<file path="src/rtl/fib_wb_responder.sv">
// Wishbone classic responder for an iterative Fibonacci engine.
// The host writes n and START to CTRL, polls STATUS (or waits on irq_o) and
// reads fib(n) mod 2**FN_W from RESULT.
// Optional feature macro: FIB_WB_IRQ_EN (IE bit and irq_o = DONE & IE).
// Ports:
//   wb_clk_i, wb_rst_i      clock, synchronous active-high reset
//   wbs_cyc_i/stb_i/we_i    bus cycle, strobe, write enable
//   wbs_sel_i[3:0]          byte-lane enables for writes
//   wbs_adr_i[31:0]         byte address, register offset in [3:2]
//   wbs_dat_i[31:0]         write data
//   wbs_ack_o               single-cycle acknowledge
//   wbs_dat_o[31:0]         read data, zero outside ack
//   irq_o                   level interrupt
module fib_wb_responder #(
  parameter logic [31:0] BASE_ADDR = 32'h3000_0000,
  parameter int unsigned N_W       = 8,
  parameter int unsigned FN_W      = 32
) (
  input  logic        wb_clk_i,
  input  logic        wb_rst_i,
  input  logic        wbs_cyc_i,
  input  logic        wbs_stb_i,
  input  logic        wbs_we_i,
  input  logic [3:0]  wbs_sel_i,
  input  logic [31:0] wbs_adr_i,
  input  logic [31:0] wbs_dat_i,
  output logic        wbs_ack_o,
  output logic [31:0] wbs_dat_o,
  output logic        irq_o
);

  localparam logic [1:0] OFF_CTRL   = 2'd0;
  localparam logic [1:0] OFF_STATUS = 2'd1;
  localparam logic [1:0] OFF_RESULT = 2'd2;

  localparam logic [0:0] ST_IDLE = 1'b0;
  localparam logic [0:0] ST_RUN  = 1'b1;

  logic [0:0]      state, state_nxt;
  logic [N_W-1:0]  n_reg, n_nxt;
  logic [N_W-1:0]  cnt, cnt_nxt;
  logic [N_W-1:0]  iter, iter_nxt;
  logic [FN_W-1:0] a, a_nxt, b, b_nxt;
  logic [FN_W-1:0] result, result_nxt;
  logic            a_ovf, a_ovf_nxt, b_ovf, b_ovf_nxt;
  logic            done, done_nxt, ovf, ovf_nxt;
  logic            ack_nxt, irq_nxt;
  logic [31:0]     dat_nxt;

  logic            addr_hit_c, req_c, wr_c;
  logic [1:0]      off_c;
  logic [FN_W:0]   sum_c;
  logic [31:0]     rdata_c;

`ifdef FIB_WB_IRQ_EN
  logic ie, ie_nxt;
  logic unused_bits;
  assign unused_bits = ^{wbs_dat_i[31:10], wbs_adr_i[1:0], wbs_sel_i[3:2]};
`else
  logic ie;
  logic unused_bits;
  assign ie          = 1'b0;
  assign unused_bits = ^{wbs_dat_i[31:9], wbs_adr_i[1:0], wbs_sel_i[3:2]};
`endif

  // Request decode; ~ack enforces one access per two cycles
  assign addr_hit_c = (wbs_adr_i[31:4] == BASE_ADDR[31:4]);
  assign req_c      = wbs_cyc_i & wbs_stb_i & addr_hit_c & ~wbs_ack_o;
  assign wr_c       = req_c & wbs_we_i;
  assign off_c      = wbs_adr_i[3:2];
  // Extra MSB carries the overflow of the b-path addition
  assign sum_c      = {1'b0, a} + {1'b0, b};

  // Read mux, sampled from pre-edge register values
  always_comb begin
    rdata_c = '0;
    case (off_c)
      OFF_CTRL: begin
        rdata_c[N_W-1:0] = n_reg;
        rdata_c[9]       = ie;
      end
      OFF_STATUS: rdata_c[2:0] = {ovf, (state == ST_RUN), done};
      OFF_RESULT: rdata_c = 32'(result);
      default:    rdata_c = 32'(iter);
    endcase
  end

  // Next-state: bus writes first, then the engine step so completion wins
  always_comb begin
    state_nxt  = state;
    n_nxt      = n_reg;
    cnt_nxt    = cnt;
    iter_nxt   = iter;
    a_nxt      = a;
    b_nxt      = b;
    a_ovf_nxt  = a_ovf;
    b_ovf_nxt  = b_ovf;
    result_nxt = result;
    done_nxt   = done;
    ovf_nxt    = ovf;
`ifdef FIB_WB_IRQ_EN
    ie_nxt     = ie;
`endif
    ack_nxt    = req_c;
    dat_nxt    = (req_c && !wbs_we_i) ? rdata_c : 32'h0;

    if (wr_c) begin
      case (off_c)
        OFF_CTRL: begin
          if (wbs_sel_i[0]) n_nxt = wbs_dat_i[N_W-1:0];
          if (wbs_sel_i[1]) begin
`ifdef FIB_WB_IRQ_EN
            ie_nxt = wbs_dat_i[9];
`endif
            if (wbs_dat_i[8] && state == ST_IDLE) begin
              state_nxt = ST_RUN;
              a_nxt     = '0;
              b_nxt     = FN_W'(1);
              a_ovf_nxt = 1'b0;
              b_ovf_nxt = 1'b0;
              cnt_nxt   = wbs_sel_i[0] ? wbs_dat_i[N_W-1:0] : n_reg;
              iter_nxt  = '0;
              done_nxt  = 1'b0;
              ovf_nxt   = 1'b0;
            end
          end
        end
        OFF_STATUS: begin
          if (wbs_sel_i[0]) begin
            if (wbs_dat_i[0]) done_nxt = 1'b0;
            if (wbs_dat_i[2]) ovf_nxt  = 1'b0;
          end
        end
        default: ;
      endcase
    end

    if (state == ST_RUN) begin
      if (cnt == '0) begin
        result_nxt = a;
        done_nxt   = 1'b1;
        ovf_nxt    = a_ovf;
        state_nxt  = ST_IDLE;
      end else begin
        a_nxt     = b;
        b_nxt     = sum_c[FN_W-1:0];
        // Overflow flag follows the same a/b shift as the values
        a_ovf_nxt = b_ovf;
        b_ovf_nxt = a_ovf | b_ovf | sum_c[FN_W];
        cnt_nxt   = cnt - N_W'(1);
        iter_nxt  = iter + N_W'(1);
      end
    end

`ifdef FIB_WB_IRQ_EN
    irq_nxt = done_nxt & ie_nxt;
`else
    irq_nxt = 1'b0;
`endif
  end

  // State and output registers
  always_ff @(posedge wb_clk_i) begin
    if (wb_rst_i) begin
      state     <= ST_IDLE;
      n_reg     <= '0;
      cnt       <= '0;
      iter      <= '0;
      a         <= '0;
      b         <= '0;
      a_ovf     <= 1'b0;
      b_ovf     <= 1'b0;
      result    <= '0;
      done      <= 1'b0;
      ovf       <= 1'b0;
`ifdef FIB_WB_IRQ_EN
      ie        <= 1'b0;
`endif
      wbs_ack_o <= 1'b0;
      wbs_dat_o <= 32'h0;
      irq_o     <= 1'b0;
    end else begin
      state     <= state_nxt;
      n_reg     <= n_nxt;
      cnt       <= cnt_nxt;
      iter      <= iter_nxt;
      a         <= a_nxt;
      b         <= b_nxt;
      a_ovf     <= a_ovf_nxt;
      b_ovf     <= b_ovf_nxt;
      result    <= result_nxt;
      done      <= done_nxt;
      ovf       <= ovf_nxt;
`ifdef FIB_WB_IRQ_EN
      ie        <= ie_nxt;
`endif
      wbs_ack_o <= ack_nxt;
      wbs_dat_o <= dat_nxt;
      irq_o     <= irq_nxt;
    end
  end

endmodule

</file>
<file path="config.mk">
export PLATFORM = sky130hd
export DESIGN_NAME = fib_wb_responder
export DESIGN_NICKNAME = d
export VERILOG_FILES = /design/src/rtl/fib_wb_responder.sv
export SDC_FILE = /design/constraint.sdc
export NUM_CORES = 1
export LEC_CHECK = 0
export ABC_AREA = 1
export CAP_MARGIN = 30
export CORE_UTILIZATION = 46
export CTS_CLUSTER_DIAMETER = 200
export DETAILED_ROUTE_END_ITERATION = 8
export GPL_ROUTABILITY_DRIVEN = 0
export PLACE_DENSITY = 0.65
export SYNTH_ARGS = -nofsm -noshare
export SYNTH_HDL_FRONTEND = slang
export SYNTH_SLANG_ARGS = --single-unit
</file>
<file path="constraint.sdc">
create_clock -name wb_clk_i -period 2.2 [get_ports wb_clk_i]
set_input_delay 0.22 -clock wb_clk_i [delete_from_list [all_inputs] [get_ports wb_clk_i]]
set_output_delay 0.22 -clock wb_clk_i [all_outputs]
set_load 0.05 [all_outputs]
</file>
After elaboration in Yosys (flattened, before gate mapping)

Cells that the tools add are included.

Register bits: 158
Input port bits: 73
Output and inout bits: 34
Logic and storage cells: 100

$add $sub $neg: 3
Equality and inequality tests: 3
Mux-type cells: 61
Bitwise logic cells: 10
Reductions and logical operators: 9

Operators with widths:

| kind                   | count |
|---|---|
| $mux W32               | 12 |
| $mux W8                | 13 |
| $add A32 B32 Y33       | 1 |
| $mux W1                | 32 |
| $eq A28 B26 Y1 const B | 1 |
| $pmux W5 S3            | 1 |
| $pmux W3 S3            | 1 |
| $add A8 B1 Y8 const B  | 1 |
| $logic_not A8 Y1       | 1 |
| $sub A8 B1 Y8 const B  | 1 |
| $and A1 B1 Y1          | 4 |
| $not A1 Y1             | 4 |
| $pmux W1 S2            | 2 |
| $reduce_and A2 Y1      | 2 |
| $reduce_or A3 Y1       | 1 |
| $eq A2 B1 Y1 const B   | 1 |
| $eq A2 B2 Y1 const B   | 1 |
| $logic_and A1 B1 Y1    | 2 |
| $logic_not A2 Y1       | 1 |
| $or A1 B1 Y1           | 2 |
| $reduce_or A2 Y1       | 1 |
| $logic_not A1 Y1       | 1 |

Depth between registers and ports, before layout

Word-level depth: 8
Gate-level depth with buffers: 13

Worst setup path after synthesis

Ideal clock, no wire load.

Path kind: register to register
Start: register a[0]
End: register b_ovf
Setup time: 132 ps
Arrival time: 1665 ps
Slack: 402 ps
Stages on the path, launching flop included: 11
Path buffers: 0
Clock period less this slack: 1798 ps
Cell sequence: dfxtp_1 ha_1 fa_1 nand3_1 nand3_1 a21oi_1 o21ai_0 nand2_1 nand3_1 nand2_1 a21oi_1

Cells in the longest elaborated chain, start to end: 4

Ends and longest elaborated chain:

| element                | line | text |
|---|---|---|
| start, declared        | 43   | `logic [FN_W-1:0] a, a_nxt, b, b_nxt;` |
| start signal, assigned | 187  | `a <= a_nxt;` |
| $add A32 B32 Y33       | 72   | `assign sum_c = {1'b0, a} + {1'b0, b};` |
| $or A1 B1 Y1           | 149  | `b_ovf_nxt = a_ovf \| b_ovf \| sum_c[FN_W];` |
| $mux W1                | 139  | `if (cnt == '0) begin` |
| $mux W1                | 138  | `if (state == ST_RUN) begin` |
| end signal, assigned   | 190  | `b_ovf <= b_ovf_nxt;` |
| end, declared          | 45   | `logic a_ovf, a_ovf_nxt, b_ovf, b_ovf_nxt;` |

No other way between the ends.
A chain may end at the register's enable or synchronous reset.

Final worst setup path

Start: register b[0]
End: register b_ovf

Cells in the longest elaborated chain, start to end: 4

Ends and longest elaborated chain:

| element                | line | text |
|---|---|---|
| start, declared        | 43   |  |
| start signal, assigned | 188  | `b <= b_nxt;` |
| $add A32 B32 Y33       | 72   |  |
| $or A1 B1 Y1           | 149  |  |
| $mux W1                | 139  |  |
| $mux W1                | 138  |  |

No other way between the ends.

==> impl_results.md <==
* Grt ovf at 0
* # IOs at 107
* Clk_skew at 14.4 ps
* EDFF count, synth at 0
* Most frequent cells in the layout: nand2_1 (393), inv_1 (175), dfxtp_1 (158)
* Critical path type: reg2reg
* CTS resizes at 0
* Largest net degree at the start of global routing at 62
* Nets at 1,528
* Root Buffer: clkbuf_16
* H-tree levels at 4
* Number of clock sinks at 158
* DRT antenna net count at 0
* Initial drt markers at 717
* Via-to-Cell Ratio at 5.14
* R2R cell count at 10
* Asr flop ratio synth at 0%
* Worst path max stage delay at 390 ps
* CP max stage cell: fa_2
* Setup TNS at 0 ps
* Mapped Cells at 1,349
* Die span in x at 140 µm
* Initial antenna violation count at 0
* Drt pass-1 iters at 6
* Final Hold Viols at 0
* Total wire length at 22,500 µm
* Fin crit period at 1990 ps
* Vias in the first global route at 7,587
* Rel. slew slack at 65.4%
* Fmax at 502 MHz
* Post-CTS repair timing setup buffer count at 0
* CTS tree: built
* Total CTS buffers at 17
* Hold/Removal Path Class: in2reg
* # port buffers at 78
* Synth warn at 0
* Placed inst area at 9720 µm²
* Syn_area_per_cell at 6.46 µm²
* First-pass GRT wire length at 37,700 µm
* Die Y at 140 µm
* # DRC at 0
* Reg2reg end: b_ovf
* CTS Hold Bufs at 0
* Max-cap violations at 0
* CP Cell Sequence: ha_1 -> fa_2 -> nand3_1 -> nand3_1 -> a21oi_1 -> o21ai_0 -> nand2_1 -> nand3_1 -> nand2_1 -> a21oi_1
* Synth unique cells at 38
* Critical path startpoint category: flip-flop
* Main flop type after synthesis: dfxtp_1
* Most numerous cell on the critical path: nand3_1
* Mapped Area at 8710 µm²
* Yosys reg bits at 158
* CTS max path bufs at 2
* Starting Density at 47.7%
* Highest net fanout along the worst path at 5
* RSZ-0062 raised after global routing: false
* Row count at 49
* Hold EP: done
* Wire per inst at 13.6 µm
* Max IR drop VDD at 0.499 mV
* All-Layer GR Usage at 24.0%
* Syn nets at 1,458
* CP endpoint kind: flip-flop
* Cell area power density at 592 nW/µm²
* Core ar. at 18,300 µm²
* Area added between synthesis and finish at 18.9%
* Status: completed
* R2r startpoint: b[0]
* Clock transition at path regs at 70 ps
* Worst Hold Launch: wb_rst_i
* Tcrit/Tclk final at 90.6%
* HPWL Detailed at 16,600 µm
* Required time of the worst setup path at 2510 ps
* Seq/Total Area, Yosys at 36.3%
* Hold Path Stages at 2
* Final instance area at 10,400 µm²
* Share of post-route cells with drive strength above 1 at 5.80%
* Diodes inserted at 0
* Worst-Margin Slew at 517 ps
* Clk_lat worst skew at 440 ps
* Vias post-DR at 8,544
* Leakage power at 4.75 nW
* Final Setup Violations at 0
* Crit path arrival time at 2300 ps
* Most common cell after layout, fill and taps aside: nand2_1
* Slew Viols, Final at 0
* Die area at 19,500 µm²
* R2R setup slack at 210 ps
[cell usage after synthesis, types with 10 or more instances]
library cell | count | area, µm²
inv_1 | 175 | 657
ha_1 | 35 | 438
clkbuf_1 | 19 | 71.3
buf_2 | 13 | 65.1
nor2_1 | 122 | 458
o21ai_1 | 28 | 140
dfxtp_1 | 158 | 3160
nand3_1 | 129 | 646
nand2_1 | 395 | 1480
buf_6 | 10 | 113
o21ai_0 | 49 | 245
a21oi_1 | 144 | 721
[how the worst max path moves through the flow]
stage,start,endpoint,slack [ps],cells past startpoint
after detailed placement,wbs_adr_i[31],cnt[1],110,11
after global routing,a[3],b[25],40,13
after floorplan,a[0],b_ovf,400,10
final,b[0],b_ovf,210,10
after global placement,wbs_adr_i[31],b[25],120,12
after CTS,a[0],b[28],120,11
[power breakdown]
part / total (W) / internal, W / switching [W]
registers: 0.00286 / 0.00286 / 0.0000000000000729
clock network: 0.00306 / 0.00165 / 0.00141
logic: 0.000219 / 0.000104 / 0.000115
total: 0.00613 / 0.00461 / 0.00152
[per-layer routing]
metal  GRT usage [%]  up-vias  routed length [µm]
li1                -     4461                   -
met1            35.9     3767               11800
met2            34.9      286                8980
met3            4.61       30                1460
met4            6.59        0                 310
met5               0        -                   0
[cells by family (layout without fill, tap and decap cells)]
kind of cell    Yosys count  in the layout  share of synthesized area [%]
flops                   158            158                           36.3
other cells               1              1                         0.0431
compound gates          243            243                           14.5
buf+inv                 233            316                           11.3
xor+xnor                  3              3                          0.302
fa+ha+maj                36             36                           5.26
simple gates            675            675                           32.2
[critical path, delay by kind of cell (launching register included)]
kind | cells | cell delay, ps
fa+ha+maj | 2 | 600
compound gates | 3 | 460
simple gates | 5 | 470
flops | 1 | 330
[per-stage QoR]
stage | hold WS (ps) | worst slack, ps | total power [W] | util, % | instances
CTS | 40.9 | 120 | 0.00618 | 56.6 | 1661
global route | 62.4 | 41.9 | 0.00633 | 56.7 | 1661
finish | 59.4 | 207 | 0.00613 | 56.7 | 1661
global placement | 428 | 119 | 0.00314 | 53.2 | 1629
detailed placement | 429 | 109 | 0.00314 | 53.2 | 1629
floorplan | 305 | 402 | 0.00302 | - | 1349
[final cells by class]
cell class,instances,area (µm²)
multi-input cells,958,4570
clock buffers,17,425
flip-flops and latches,158,3160
well taps,229,287
fillers,1781,7920
repair buffers,101,1020
inverters,183,687
clock inverters,15,200
Power figures use the tool's default switching activity.
